===== config.mk =====
export PLATFORM = sky130hd
export DESIGN_NAME = atm_ledger_arbiter_flat
export DESIGN_NICKNAME = d
export VERILOG_FILES = /design/src/rtl/atm_ledger_if.sv /design/src/rtl/atm_ledger_arbiter.sv /design/src/flat_wrapper.sv
export SDC_FILE = /design/constraint.sdc
export NUM_CORES = 1
export LEC_CHECK = 0
export BUFFER_PORTS_ARGS = -buffer_cell sky130_fd_sc_hd__buf_4
export CORE_AREA = 2 2 129 106
export DETAILED_ROUTE_END_ITERATION = 7
export DIE_AREA = 0 0 131 108
export GPL_ROUTABILITY_DRIVEN = 0
export GPL_TIMING_DRIVEN = 0
export HOLD_SLACK_MARGIN = 0.15
export PLACE_DENSITY = 0.72
export SYNTH_ARGS = -nofsm -noshare
export SYNTH_HDL_FRONTEND = slang
export SYNTH_SLANG_ARGS = --single-unit

===== constraint.sdc =====
create_clock -name clk -period 3.6 [get_ports clk]
set_input_delay 0.18 -clock clk [delete_from_list [all_inputs] [get_ports clk]]
set_output_delay 0.18 -clock clk [all_outputs]
set_load 0.05 [all_outputs]

===== src/rtl/atm_ledger_if.sv =====
// atm_ledger_if: terminal request/response and ledger memory bus shared by the
// ledger arbiter (master modport) and the terminals plus ledger RAM (slave modport).
interface atm_ledger_if #(
  parameter int NUM_REQ = 4,
  parameter int BAL_W   = 12,
  parameter int IDX_W   = 2
);
  logic [NUM_REQ-1:0]       req;
  logic [2*NUM_REQ-1:0]     req_op;
  logic [IDX_W*NUM_REQ-1:0] req_src;
  logic [IDX_W*NUM_REQ-1:0] req_dst;
  logic [BAL_W*NUM_REQ-1:0] req_amt;
  logic [NUM_REQ-1:0]       grant;
  logic                     busy;
  logic                     rsp_valid;
  logic [1:0]               rsp_status;
  logic [BAL_W-1:0]         rsp_balance;
  logic [IDX_W-1:0]         mem_addr;
  logic                     mem_rd;
  logic                     mem_wr;
  logic [BAL_W-1:0]         mem_wdata;
  logic [BAL_W-1:0]         mem_rdata;
  logic [15:0]              txn_count;

  modport master (
    input  req, req_op, req_src, req_dst, req_amt, mem_rdata,
    output grant, busy, rsp_valid, rsp_status, rsp_balance,
           mem_addr, mem_rd, mem_wr, mem_wdata, txn_count
  );

  modport slave (
    output req, req_op, req_src, req_dst, req_amt, mem_rdata,
    input  grant, busy, rsp_valid, rsp_status, rsp_balance,
           mem_addr, mem_rd, mem_wr, mem_wdata, txn_count
  );
endinterface


===== src/rtl/atm_ledger_arbiter.sv =====
// atm_ledger_arbiter: round-robin arbiter that serialises ATM terminal requests
// onto one single-port ledger RAM and runs an all-or-nothing read-check-write
// sequence (balance, deposit, withdraw, transfer) per grant.
// Optional feature: define ATM_LEDGER_TXN_COUNT_EN to build the committed-
// transaction counter; otherwise txn_count is tied to zero.
module atm_ledger_arbiter #(
  parameter int NUM_REQ = 4,
  parameter int BAL_W   = 12,
  parameter int IDX_W   = 2
) (
  input logic          clk,
  input logic          rst,
  atm_ledger_if.master bus
);
  localparam int PTR_W = (NUM_REQ > 1) ? $clog2(NUM_REQ) : 1;

  localparam logic [1:0] OP_BAL = 2'b00;
  localparam logic [1:0] OP_DEP = 2'b01;
  localparam logic [1:0] OP_WDR = 2'b10;
  localparam logic [1:0] OP_XFR = 2'b11;

  localparam logic [1:0] ST_OK     = 2'b00;
  localparam logic [1:0] ST_NSF    = 2'b01;
  localparam logic [1:0] ST_OVF    = 2'b10;
  localparam logic [1:0] ST_BADDST = 2'b11;

  typedef enum logic [2:0] {
    IDLE, RD_SRC, CHK_SRC, RD_DST, CHK_DST, WR_SRC, WR_DST, RESP
  } state_t;

  // Unsigned add with the carry kept in the top bit for overflow detection.
  function automatic logic [BAL_W:0] add_carry(input logic [BAL_W-1:0] a,
                                               input logic [BAL_W-1:0] b);
    return {1'b0, a} + {1'b0, b};
  endfunction

  state_t             state_q;
  logic [PTR_W-1:0]   ptr_q;
  logic [NUM_REQ-1:0] grant_q;
  logic [1:0]         op_q;
  logic [IDX_W-1:0]   src_q, dst_q;
  logic [BAL_W-1:0]   amt_q, bal_q, dnew_q;
  logic               busy_q, rsp_valid_q, mem_rd_q, mem_wr_q;
  logic [1:0]         rsp_status_q;
  logic [BAL_W-1:0]   rsp_balance_q, mem_wdata_q;
  logic [IDX_W-1:0]   mem_addr_q;

  logic               found_d;
  logic [PTR_W-1:0]   win_d, cand_d;
  logic [NUM_REQ-1:0] win_oh_d;
  logic [1:0]         win_op_d;
  logic [IDX_W-1:0]   win_src_d, win_dst_d;
  logic [BAL_W-1:0]   win_amt_d;
  logic [BAL_W:0]     sum_d;

  assign sum_d = add_carry(bus.mem_rdata, amt_q);

  // Round-robin winner search starting at the priority pointer, plus its fields.
  always_comb begin
    found_d   = 1'b0;
    win_d     = '0;
    cand_d    = '0;
    win_oh_d  = '0;
    win_op_d  = '0;
    win_src_d = '0;
    win_dst_d = '0;
    win_amt_d = '0;
    for (int i = 0; i < NUM_REQ; i++) begin
      cand_d = PTR_W'((int'(ptr_q) + i) % NUM_REQ);
      if (!found_d && bus.req[cand_d]) begin
        found_d = 1'b1;
        win_d   = cand_d;
      end
    end
    for (int i = 0; i < NUM_REQ; i++) begin
      if (found_d && (win_d == PTR_W'(i))) begin
        win_oh_d[i] = 1'b1;
        win_op_d    = bus.req_op[2*i +: 2];
        win_src_d   = bus.req_src[IDX_W*i +: IDX_W];
        win_dst_d   = bus.req_dst[IDX_W*i +: IDX_W];
        win_amt_d   = bus.req_amt[BAL_W*i +: BAL_W];
      end
    end
  end

  // Transaction FSM; every output is registered on the transition into its state.
  always_ff @(posedge clk) begin
    if (rst) begin
      state_q       <= IDLE;
      ptr_q         <= '0;
      grant_q       <= '0;
      busy_q        <= 1'b0;
      rsp_valid_q   <= 1'b0;
      rsp_status_q  <= ST_OK;
      rsp_balance_q <= '0;
      mem_addr_q    <= '0;
      mem_rd_q      <= 1'b0;
      mem_wr_q      <= 1'b0;
      mem_wdata_q   <= '0;
    end else begin
      rsp_valid_q <= 1'b0;
      mem_rd_q    <= 1'b0;
      mem_wr_q    <= 1'b0;
      case (state_q)
        IDLE: begin
          if (found_d) begin
            grant_q    <= win_oh_d;
            ptr_q      <= PTR_W'((int'(win_d) + 1) % NUM_REQ);
            op_q       <= win_op_d;
            src_q      <= win_src_d;
            dst_q      <= win_dst_d;
            amt_q      <= win_amt_d;
            busy_q     <= 1'b1;
            mem_rd_q   <= 1'b1;
            mem_addr_q <= win_src_d;
            state_q    <= RD_SRC;
          end
        end
        RD_SRC: state_q <= CHK_SRC;
        CHK_SRC: begin
          bal_q         <= bus.mem_rdata;
          rsp_balance_q <= bus.mem_rdata;
          rsp_status_q  <= ST_OK;
          case (op_q)
            OP_BAL: begin
              rsp_valid_q <= 1'b1;
              state_q     <= RESP;
            end
            OP_DEP: begin
              if (sum_d[BAL_W]) begin
                rsp_status_q <= ST_OVF;
                rsp_valid_q  <= 1'b1;
                state_q      <= RESP;
              end else begin
                mem_wr_q      <= 1'b1;
                mem_addr_q    <= src_q;
                mem_wdata_q   <= sum_d[BAL_W-1:0];
                rsp_balance_q <= sum_d[BAL_W-1:0];
                state_q       <= WR_SRC;
              end
            end
            OP_WDR: begin
              if (amt_q > bus.mem_rdata) begin
                rsp_status_q <= ST_NSF;
                rsp_valid_q  <= 1'b1;
                state_q      <= RESP;
              end else begin
                mem_wr_q      <= 1'b1;
                mem_addr_q    <= src_q;
                mem_wdata_q   <= bus.mem_rdata - amt_q;
                rsp_balance_q <= bus.mem_rdata - amt_q;
                state_q       <= WR_SRC;
              end
            end
            default: begin
              if (dst_q == src_q) begin
                rsp_status_q <= ST_BADDST;
                rsp_valid_q  <= 1'b1;
                state_q      <= RESP;
              end else if (amt_q > bus.mem_rdata) begin
                rsp_status_q <= ST_NSF;
                rsp_valid_q  <= 1'b1;
                state_q      <= RESP;
              end else begin
                mem_rd_q   <= 1'b1;
                mem_addr_q <= dst_q;
                state_q    <= RD_DST;
              end
            end
          endcase
        end
        RD_DST: state_q <= CHK_DST;
        CHK_DST: begin
          // Both writes are decided here so a destination overflow writes nothing.
          if (sum_d[BAL_W]) begin
            rsp_status_q <= ST_OVF;
            rsp_valid_q  <= 1'b1;
            state_q      <= RESP;
          end else begin
            dnew_q        <= sum_d[BAL_W-1:0];
            mem_wr_q      <= 1'b1;
            mem_addr_q    <= src_q;
            mem_wdata_q   <= bal_q - amt_q;
            rsp_balance_q <= bal_q - amt_q;
            state_q       <= WR_SRC;
          end
        end
        WR_SRC: begin
          if (op_q == OP_XFR) begin
            mem_wr_q    <= 1'b1;
            mem_addr_q  <= dst_q;
            mem_wdata_q <= dnew_q;
            state_q     <= WR_DST;
          end else begin
            rsp_valid_q <= 1'b1;
            state_q     <= RESP;
          end
        end
        WR_DST: begin
          rsp_valid_q <= 1'b1;
          state_q     <= RESP;
        end
        RESP: begin
          grant_q <= '0;
          busy_q  <= 1'b0;
          state_q <= IDLE;
        end
        default: state_q <= IDLE;
      endcase
    end
  end

`ifdef ATM_LEDGER_TXN_COUNT_EN
  logic [15:0] txn_q;

  // Count committed ledger-changing transactions; wraps naturally at 16 bits.
  always_ff @(posedge clk) begin
    if (rst) begin
      txn_q <= '0;
    end else if ((state_q == RESP) && (rsp_status_q == ST_OK) && (op_q != OP_BAL)) begin
      txn_q <= txn_q + 16'd1;
    end
  end

  assign bus.txn_count = txn_q;
`else
  assign bus.txn_count = 16'd0;
`endif

  assign bus.grant       = grant_q;
  assign bus.busy        = busy_q;
  assign bus.rsp_valid   = rsp_valid_q;
  assign bus.rsp_status  = rsp_status_q;
  assign bus.rsp_balance = rsp_balance_q;
  assign bus.mem_addr    = mem_addr_q;
  assign bus.mem_rd      = mem_rd_q;
  assign bus.mem_wr      = mem_wr_q;
  assign bus.mem_wdata   = mem_wdata_q;
endmodule

===== src/flat_wrapper.sv =====
// flat-port wrapper written by rule: the top's interface ports become plain ports
module atm_ledger_arbiter_flat 
#(
  parameter int NUM_REQ = 4,
  parameter int BAL_W   = 12,
  parameter int IDX_W   = 2
)
  (clk, rst, bus_req, bus_req_op, bus_req_src, bus_req_dst, bus_req_amt, bus_mem_rdata, bus_grant, bus_busy, bus_rsp_valid, bus_rsp_status, bus_rsp_balance, bus_mem_addr, bus_mem_rd, bus_mem_wr, bus_mem_wdata, bus_txn_count);
  atm_ledger_if #(.NUM_REQ(NUM_REQ), .BAL_W(BAL_W), .IDX_W(IDX_W)) bus_i ();
  input logic clk;
  input logic rst;
  input wire logic [$bits(bus_i.req)-1:0] bus_req;
  input wire logic [$bits(bus_i.req_op)-1:0] bus_req_op;
  input wire logic [$bits(bus_i.req_src)-1:0] bus_req_src;
  input wire logic [$bits(bus_i.req_dst)-1:0] bus_req_dst;
  input wire logic [$bits(bus_i.req_amt)-1:0] bus_req_amt;
  input wire logic [$bits(bus_i.mem_rdata)-1:0] bus_mem_rdata;
  output wire logic [$bits(bus_i.grant)-1:0] bus_grant;
  output wire logic [$bits(bus_i.busy)-1:0] bus_busy;
  output wire logic [$bits(bus_i.rsp_valid)-1:0] bus_rsp_valid;
  output wire logic [$bits(bus_i.rsp_status)-1:0] bus_rsp_status;
  output wire logic [$bits(bus_i.rsp_balance)-1:0] bus_rsp_balance;
  output wire logic [$bits(bus_i.mem_addr)-1:0] bus_mem_addr;
  output wire logic [$bits(bus_i.mem_rd)-1:0] bus_mem_rd;
  output wire logic [$bits(bus_i.mem_wr)-1:0] bus_mem_wr;
  output wire logic [$bits(bus_i.mem_wdata)-1:0] bus_mem_wdata;
  output wire logic [$bits(bus_i.txn_count)-1:0] bus_txn_count;
  assign bus_i.req = bus_req;
  assign bus_i.req_op = bus_req_op;
  assign bus_i.req_src = bus_req_src;
  assign bus_i.req_dst = bus_req_dst;
  assign bus_i.req_amt = bus_req_amt;
  assign bus_i.mem_rdata = bus_mem_rdata;
  assign bus_grant = bus_i.grant;
  assign bus_busy = bus_i.busy;
  assign bus_rsp_valid = bus_i.rsp_valid;
  assign bus_rsp_status = bus_i.rsp_status;
  assign bus_rsp_balance = bus_i.rsp_balance;
  assign bus_mem_addr = bus_i.mem_addr;
  assign bus_mem_rd = bus_i.mem_rd;
  assign bus_mem_wr = bus_i.mem_wr;
  assign bus_mem_wdata = bus_i.mem_wdata;
  assign bus_txn_count = bus_i.txn_count;
  atm_ledger_arbiter #(.NUM_REQ(NUM_REQ), .BAL_W(BAL_W), .IDX_W(IDX_W)) u_core (.clk(clk), .rst(rst), .bus(bus_i));
endmodule

==> out/metrics.cfg, run 1 <==
[clock_network]
cts_tree = done
clock_latency_ns = 0.34
cts_buffer_depth = 2
h-tree-depth = 3
clk_pin_slew_ns = 0.06
cts_buffers = 9
root_buffer = clkbuf_16
cts.sinks = 83

[detailed_routing]
via_count = 6486
first_pass_iters = 5
viasPerCell = 5.76
drt-total-wl_um = 20500
drtIter0Drc = 732
drc = 0
drt-wirelength-per-cell_um = 18.2
postRouteAntennaNets = 0

[die]
io_pins = 142
die_h_um = 108
placementRows = 37
core-area_um2 = 12700
initial_utilization_pct = 49.5
dieArea_um2 = 14100
die_w_um = 131

[logic_synthesis]
ys_async_sr_fraction_pct = 0
synth_top_area_share_pct = 20.0
ys_ff_latch = 83
syn_inst = 763
synthTopCellsByCount = nor2_1, nand2_1, o21ai_0
ys.warnings.count = 0
synth_cell_types = 70
yosysSeqAreaShare_pct = 33.0
synth_area_um2 = 6300
synth_edf_count = 42
syn_avg_cell_area_um2 = 8.26
synth-main-ff-cell = edfxtp_1
yosys-top-cells-area = edfxtp_1, dfxtp_1, ha_1, o21ai_0, a21oi_1
yosysMostFrequentCell = nor2_1
synth_area_leader_cell = edfxtp_1

[sta]
hold_ws_ns = 0.161
setup_viol = 0
slew_viol_final = 0
fin_worst_skew_ns = 0.00874
fmax_mhz = 279
slew_headroom_pct = 20.2
fin_crit_sh_pct = 99.5
rsz0062_at_grt = false
tightest_slew_ns = 1.20
period_minus_slack_ns = 3.58
hold_viol_final = 0

[setup_path]
crit_required_ns = 3.79
path_buf_inv = 1
cpMostUsedCell = nor3_1
critPathSlowestCell = a2111oi_0
max_stage_delay_ns = 0.72
crit_path_end_kind = register
critPathLaunch = u_core.amt_q[0]
arrival_ns = 3.78
setup.worst_path.start_class = register
cp_cell_sequence = ha_1 > inv_1 > fa_1 > a21oi_1 > o22ai_1 > nor4_1 > nor3_1 > a31oi_1 > mux2i_1 > a2111oi_0 > nor3_1
cp_max_fo = 3
cp_top_family = compound AO/OA/AOI/OAI gates
critical_path_class = reg -> reg
rr_startpoint = u_core.amt_q[0]

[layout]
diodes = 0
syn_to_final_growth_pct = 29.7
drive_above_1_share_pct = 20.1
postLayoutCoreUtil_pct = 64.2
nNetsFinal = 1083
finalNonFillerCells = 1126

[power_and_ir_drop]
ir_drop_mv = 0.277
cellLeakagePower_nw = 3.39
power_mw = 4.55
powerDensity_nw_per_um2 = 556

[global_route]
grtUsageTotal_pct = 28.6
grt_pass1_wl_um = 31000
grt_max_degree = 24
antenna_found_initial = 0
grt_pass1_vias = 6049
grt_overflow = 0

[place]
place.port_buffers = 125
dp.cells = 1079
post-dp-hpwl_um = 15200

[hold_path]
hp-class = in -> reg
hold_path.startpoint = bus_req_amt[39]

[outcome]
run_status = complete, no violations

[flow_run]
max_cap_viol_count = 0

path summary, 6_finish.rpt:
kind                                                 end  slack, ns  cells after the start
worst max-delay path            u_core.bus.mem_wdata[10]       0.02                     11
worst min-delay path                     u_core.amt_q[3]       0.16                      3
worst max register to register  u_core.bus.mem_wdata[10]       0.02                     11
worst min register to register   u_core.bus.mem_wdata[1]       0.45                      2
routing by layer:
layer  part of all wire (%)  routed length (um)  GRT usage (%)  up-vias
li1                       -                   -              -     3121
met1                     43                8880           39.3     2927
met2                     43                8870           44.2      383
met3                     10                2070           6.88       55
met4                    3.2                 655           9.50        0
met5                      0                   0              0        -
cell families after synthesis:
group | Yosys count | synth area share [%]
AO/OA/AOI/OAI | 256 | 27.4
other | 1 | 0.0595
AND/OR/NAND/NOR | 232 | 16.6
adder cells (fa/ha/maj) | 47 | 9.69
flip-flops | 83 | 33.0
buffers and inverters | 104 | 7.43
XOR/XNOR | 29 | 4.03
multiplexers | 11 | 1.77
cell usage in the layout (no fill, tap or decap), drive strengths merged, types with 16 or more instances in the layout:
cell,instances
buf,157
nor2,76
nand2,69
o21ai,64
a21oi,57
ha,44
clkbuf,44
inv,43
edfxtp,42
dfxtp,41
nor3,30
dlygate4sd3,27
xnor2,22
a22oi,20
a211oi,17
conb,16
where the power goes:
part           switching, mW  internal (mW)
Clock                  0.391          0.535
Combinational           1.51          0.845
Sequential            0.0923           1.18
layout make-up:
type	count	area [um2]
Sequential cell	83	2080
Clock inverter	5	53.8
Multi-Input combinational cell	591	3850
Inverter	44	165
Tap cell	175	219
Clock buffer	11	233
Buffer	60	308
Timing Repair Buffer	157	1260
Fill cell	1138	4560
registers in the layout, indices dropped and copies added (netlist names), 2 cells and up:
register                flops
u_core.amt_q               12
u_core.bal_q               12
u_core.bus.grant            4
u_core.bus.mem_addr         2
u_core.bus.mem_wdata       12
u_core.bus.rsp_balance     12
u_core.bus.rsp_status       2
u_core.dnew_q              12
u_core.dst_q                2
u_core.op_q                 2
u_core.ptr_q                2
u_core.src_q                2
u_core.state_q              3
per-stage QoR:
step / instance area (um2) / setup WS [ns] / TNS, ns
global placement: 7510 / -0.482 / -6.27
finish: 8180 / 0.0170 / 0
floorplan: 6360 / 0.473 / 0
global route: 8180 / 0.0253 / 0
detailed placement: 7530 / -0.210 / -1.44
CTS: 8100 / 0.0108 / 0
what timing repair did:
| item | in CTS | in global routing |
|---|---|---|
| endpoints found under the setup margin | 9 | 28 |
| pin swaps | 0 | 2 |
| hold buffers | 27 | 0 |
| hold endpoints to repair | 28 | 0 |
| setup buffers | 0 | 4 |
| gates resized for setup | 2 | 12 |
| gates cloned | 0 | 0 |
worst register-to-register path, delay by kind of cell, from the launching register on:
kind / cells / cell delay (ns)
adder cells (fa/ha/maj): 2 / 0.75
multiplexers: 1 / 0.19
AO/OA/AOI/OAI: 4 / 1.47
buffers and inverters: 1 / 0.08
flip-flops: 1 / 0.49
AND/OR/NAND/NOR: 3 / 0.46
(Power assumes the default switching activity.)
==> run 2: changes to the inputs <==
Settings changed: CAP_MARGIN set to 5, PLACE_DENSITY 0.72 to 0.74.
Clock period 3.6 ns to 3.1 ns, I/O delays scaled along.
==> run 2 against run 1 <==
Against the previous run:
- die area unchanged
- hold slack worse by 0.0011 ns
- final cell count up 1.1%
- sequential power up 16%
- sequential share of layout area down 1.4 points
- flip-flop and latch count unchanged
- fmax up 18%
- utilization up 3.7 points
- combinational power up 26%
- clock skew down 0.0013 ns
- cell area up 5.8%
- first-iteration DRC count down 0.14%
==> out/metrics.cfg, run 2 (synthesis gave the netlist of run 1 again) <==
[outcome]
run_status = complete, no violations  ; unchanged

[sta]
fmax_mhz = 330  ; was 279 MHz
hold_viol_final = 0  ; unchanged
hold_ws_ns = 0.160  ; was 0.161 ns
period_minus_slack_ns = 3.03  ; was 3.58 ns
slew_headroom_pct = 29.4  ; was 20.2%
fin_worst_skew_ns = 0.00743  ; was 0.00874 ns
timing.setup.tns_ns = 0  ; unchanged
tightest_slew_ns = 1.05  ; was 1.20 ns
slew_viol_final = 0  ; unchanged
fin_crit_sh_pct = 97.8  ; was 99.5%
setup_viol = 0  ; unchanged

[layout]
final_cell_mix = buf_4, nor2_1, nand2_1, o21ai_0, a21oi_1  ; unchanged
multiInputGateArea_um2 = 4140  ; was 3850 um2
diodes = 0  ; unchanged
nNetsFinal = 1095  ; was 1,083
final_common_cell = buf_4  ; unchanged
finalNonFillerCells = 1138  ; was 1,126
syn_to_final_growth_pct = 37.2  ; was 29.7%
nFillCells = 1042  ; was 1,138
seqCellArea_um2 = 2080  ; unchanged
drive_above_1_share_pct = 25.1  ; was 20.1%

[place]
post-dp-hpwl_um = 15000  ; was 15,200 um
dp.cells = 1078  ; was 1,079
place.port_buffers = 125  ; unchanged

[detailed_routing]
viasPerCell = 5.83  ; was 5.76
via_count = 6637  ; was 6,486
wl_met2_um = 9180  ; was 8870 um
drtIter0Drc = 731  ; was 732
highest_layer = met4  ; unchanged
drc = 0  ; unchanged
postRouteAntennaNets = 0  ; unchanged
first_pass_iters = 5  ; unchanged
route.layer.met1.wl_um = 8920  ; was 8880 um
drt-total-wl_um = 21000  ; was 20,500 um
wl_met3_um = 2320  ; was 2070 um
drt-wirelength-per-cell_um = 18.5  ; was 18.2 um

[global_route]
grtUsageTotal_pct = 28.9  ; was 28.6%
grt_pass1_wl_um = 31400  ; was 31,000 um
grt_pass1_vias = 6008  ; was 6,049
antenna_found_initial = 0  ; unchanged
grt_overflow = 0  ; unchanged
grt_max_degree = 24  ; unchanged

[clock_network]
clk_pin_slew_ns = 0.06  ; about the same
cts_buffers = 9  ; unchanged
cts.sinks = 83  ; unchanged
root_buffer = clkbuf_16  ; unchanged
cts_buffer_depth = 2  ; unchanged
h-tree-depth = 3  ; unchanged
cts_tree = done  ; unchanged
clock_latency_ns = 0.35  ; was 0.34 ns

[die]
die_w_um = 131  ; unchanged
io_pins = 142  ; unchanged
die_h_um = 108  ; unchanged
placementRows = 37  ; unchanged
dieArea_um2 = 14100  ; unchanged
core-area_um2 = 12700  ; unchanged
initial_utilization_pct = 49.5  ; unchanged

[power_and_ir_drop]
cellLeakagePower_nw = 3.56  ; was 3.39 nW
power.internal_mw = 3.29  ; was 2.56 mW
combPwrFrac_pct = 51.9  ; was 51.7%
pwr-share-seq_pct = 25.6  ; was 27.9%
powerDensity_nw_per_um2 = 663  ; was 556 nW/um2
ir_drop_mv = 0.327  ; was 0.277 mV
p_switching_mw = 2.45  ; was 1.99 mW
netSwitchingFraction_pct = 42.7  ; was 43.8%
clkPwrFrac_pct = 22.5  ; was 20.4%

[setup_path]
crit_path_end_kind = register  ; unchanged
setup.worst_path.start_class = register  ; unchanged
crit_required_ns = 3.32  ; was 3.79 ns
arrival_ns = 3.25  ; was 3.78 ns
critical_path_class = reg -> reg  ; unchanged
cp_max_fo = 3  ; unchanged

[hold_path]
hp-class = in -> reg  ; unchanged

[flow_run]
max_cap_viol_count = 0  ; unchanged

-- run 2: final cells by class --
cell class	count	area share, %
clock inverter	6	1.30
inverter	44	1.91
clock buffer	10	2.76
timing repair buffer	169	15.7
buffer	60	3.88
multi-input combinational	591	47.9
tap	175	2.53
sequential	83	24.1
-- run 2: through the flow --
stage	area [um2]	power [mW]	setup WS, ns	utilization, %
after floorplan	6360	3.32	0.242	-
after global placement	7520	4.02	-0.597	59.1
after detailed placement	7520	4.05	-0.624	59.1
after CTS	8440	5.50	0.0000269	66.3
after global routing	8650	6.00	-0.0301	67.9
final	8650	5.73	0.0668	67.9
-- run 2: path summary, 6_finish.rpt --
kind,slack [ns],startpoint,endpoint,cells past startpoint
worst max register to register,0.07,u_core.amt_q[0],u_core.bus.mem_wdata[10],13
worst min register to register,0.45,u_core.bus.mem_wdata[1],u_core.bus.mem_wdata[1],2
worst max-delay path,0.07,u_core.amt_q[0],u_core.bus.mem_wdata[10],13
worst min-delay path,0.16,bus_req_src[6],u_core.src_q[0],2
-- run 2: what timing repair did --
| item | in CTS | in global routing |
|---|---|---|
| endpoints found under the hold margin | 30 | 0 |
| hold buffers | 28 | 0 |
| setup buffers | 11 | 5 |
| cloned | 0 | 0 |
| resized for setup | 43 | 40 |
| pin swaps | 16 | 17 |
| setup endpoints to repair | 42 | 79 |
-- run 2: power groups by stage --
stage / clock (mW) / sequential (mW) / combinational (mW)
after floorplan: 0 / 1.75 / 1.57
after global placement: 0 / 1.49 / 2.53
after detailed placement: 0 / 1.49 / 2.56
after CTS: 1.28 / 1.47 / 2.75
after global routing: 1.32 / 1.49 / 3.19
final: 1.29 / 1.47 / 2.97
-- run 2: worst max-delay path, stage by stage, from the launching register on --
cell	delay, ns
edfxtp_1	0.34
buf_6	0.13
buf_4	0.11
ha_1	0.20
inv_1	0.09
fa_2	0.44
a21oi_4	0.19
o22ai_2	0.13
nor4_2	0.21
nor3_2	0.12
a31oi_2	0.30
mux2i_4	0.15
a2111oi_4	0.42
nor3_2	0.07
-- run 2: layer usage --
| metal | up-vias | track usage [%] |
|---|---|---|
| met1 | 3001 | 41.2 |
| li1 | 3149 | - |
| met3 | 48 | 6.28 |
| met5 | - | 0 |
| met4 | 0 | 9.42 |
| met2 | 439 | 43.5 |
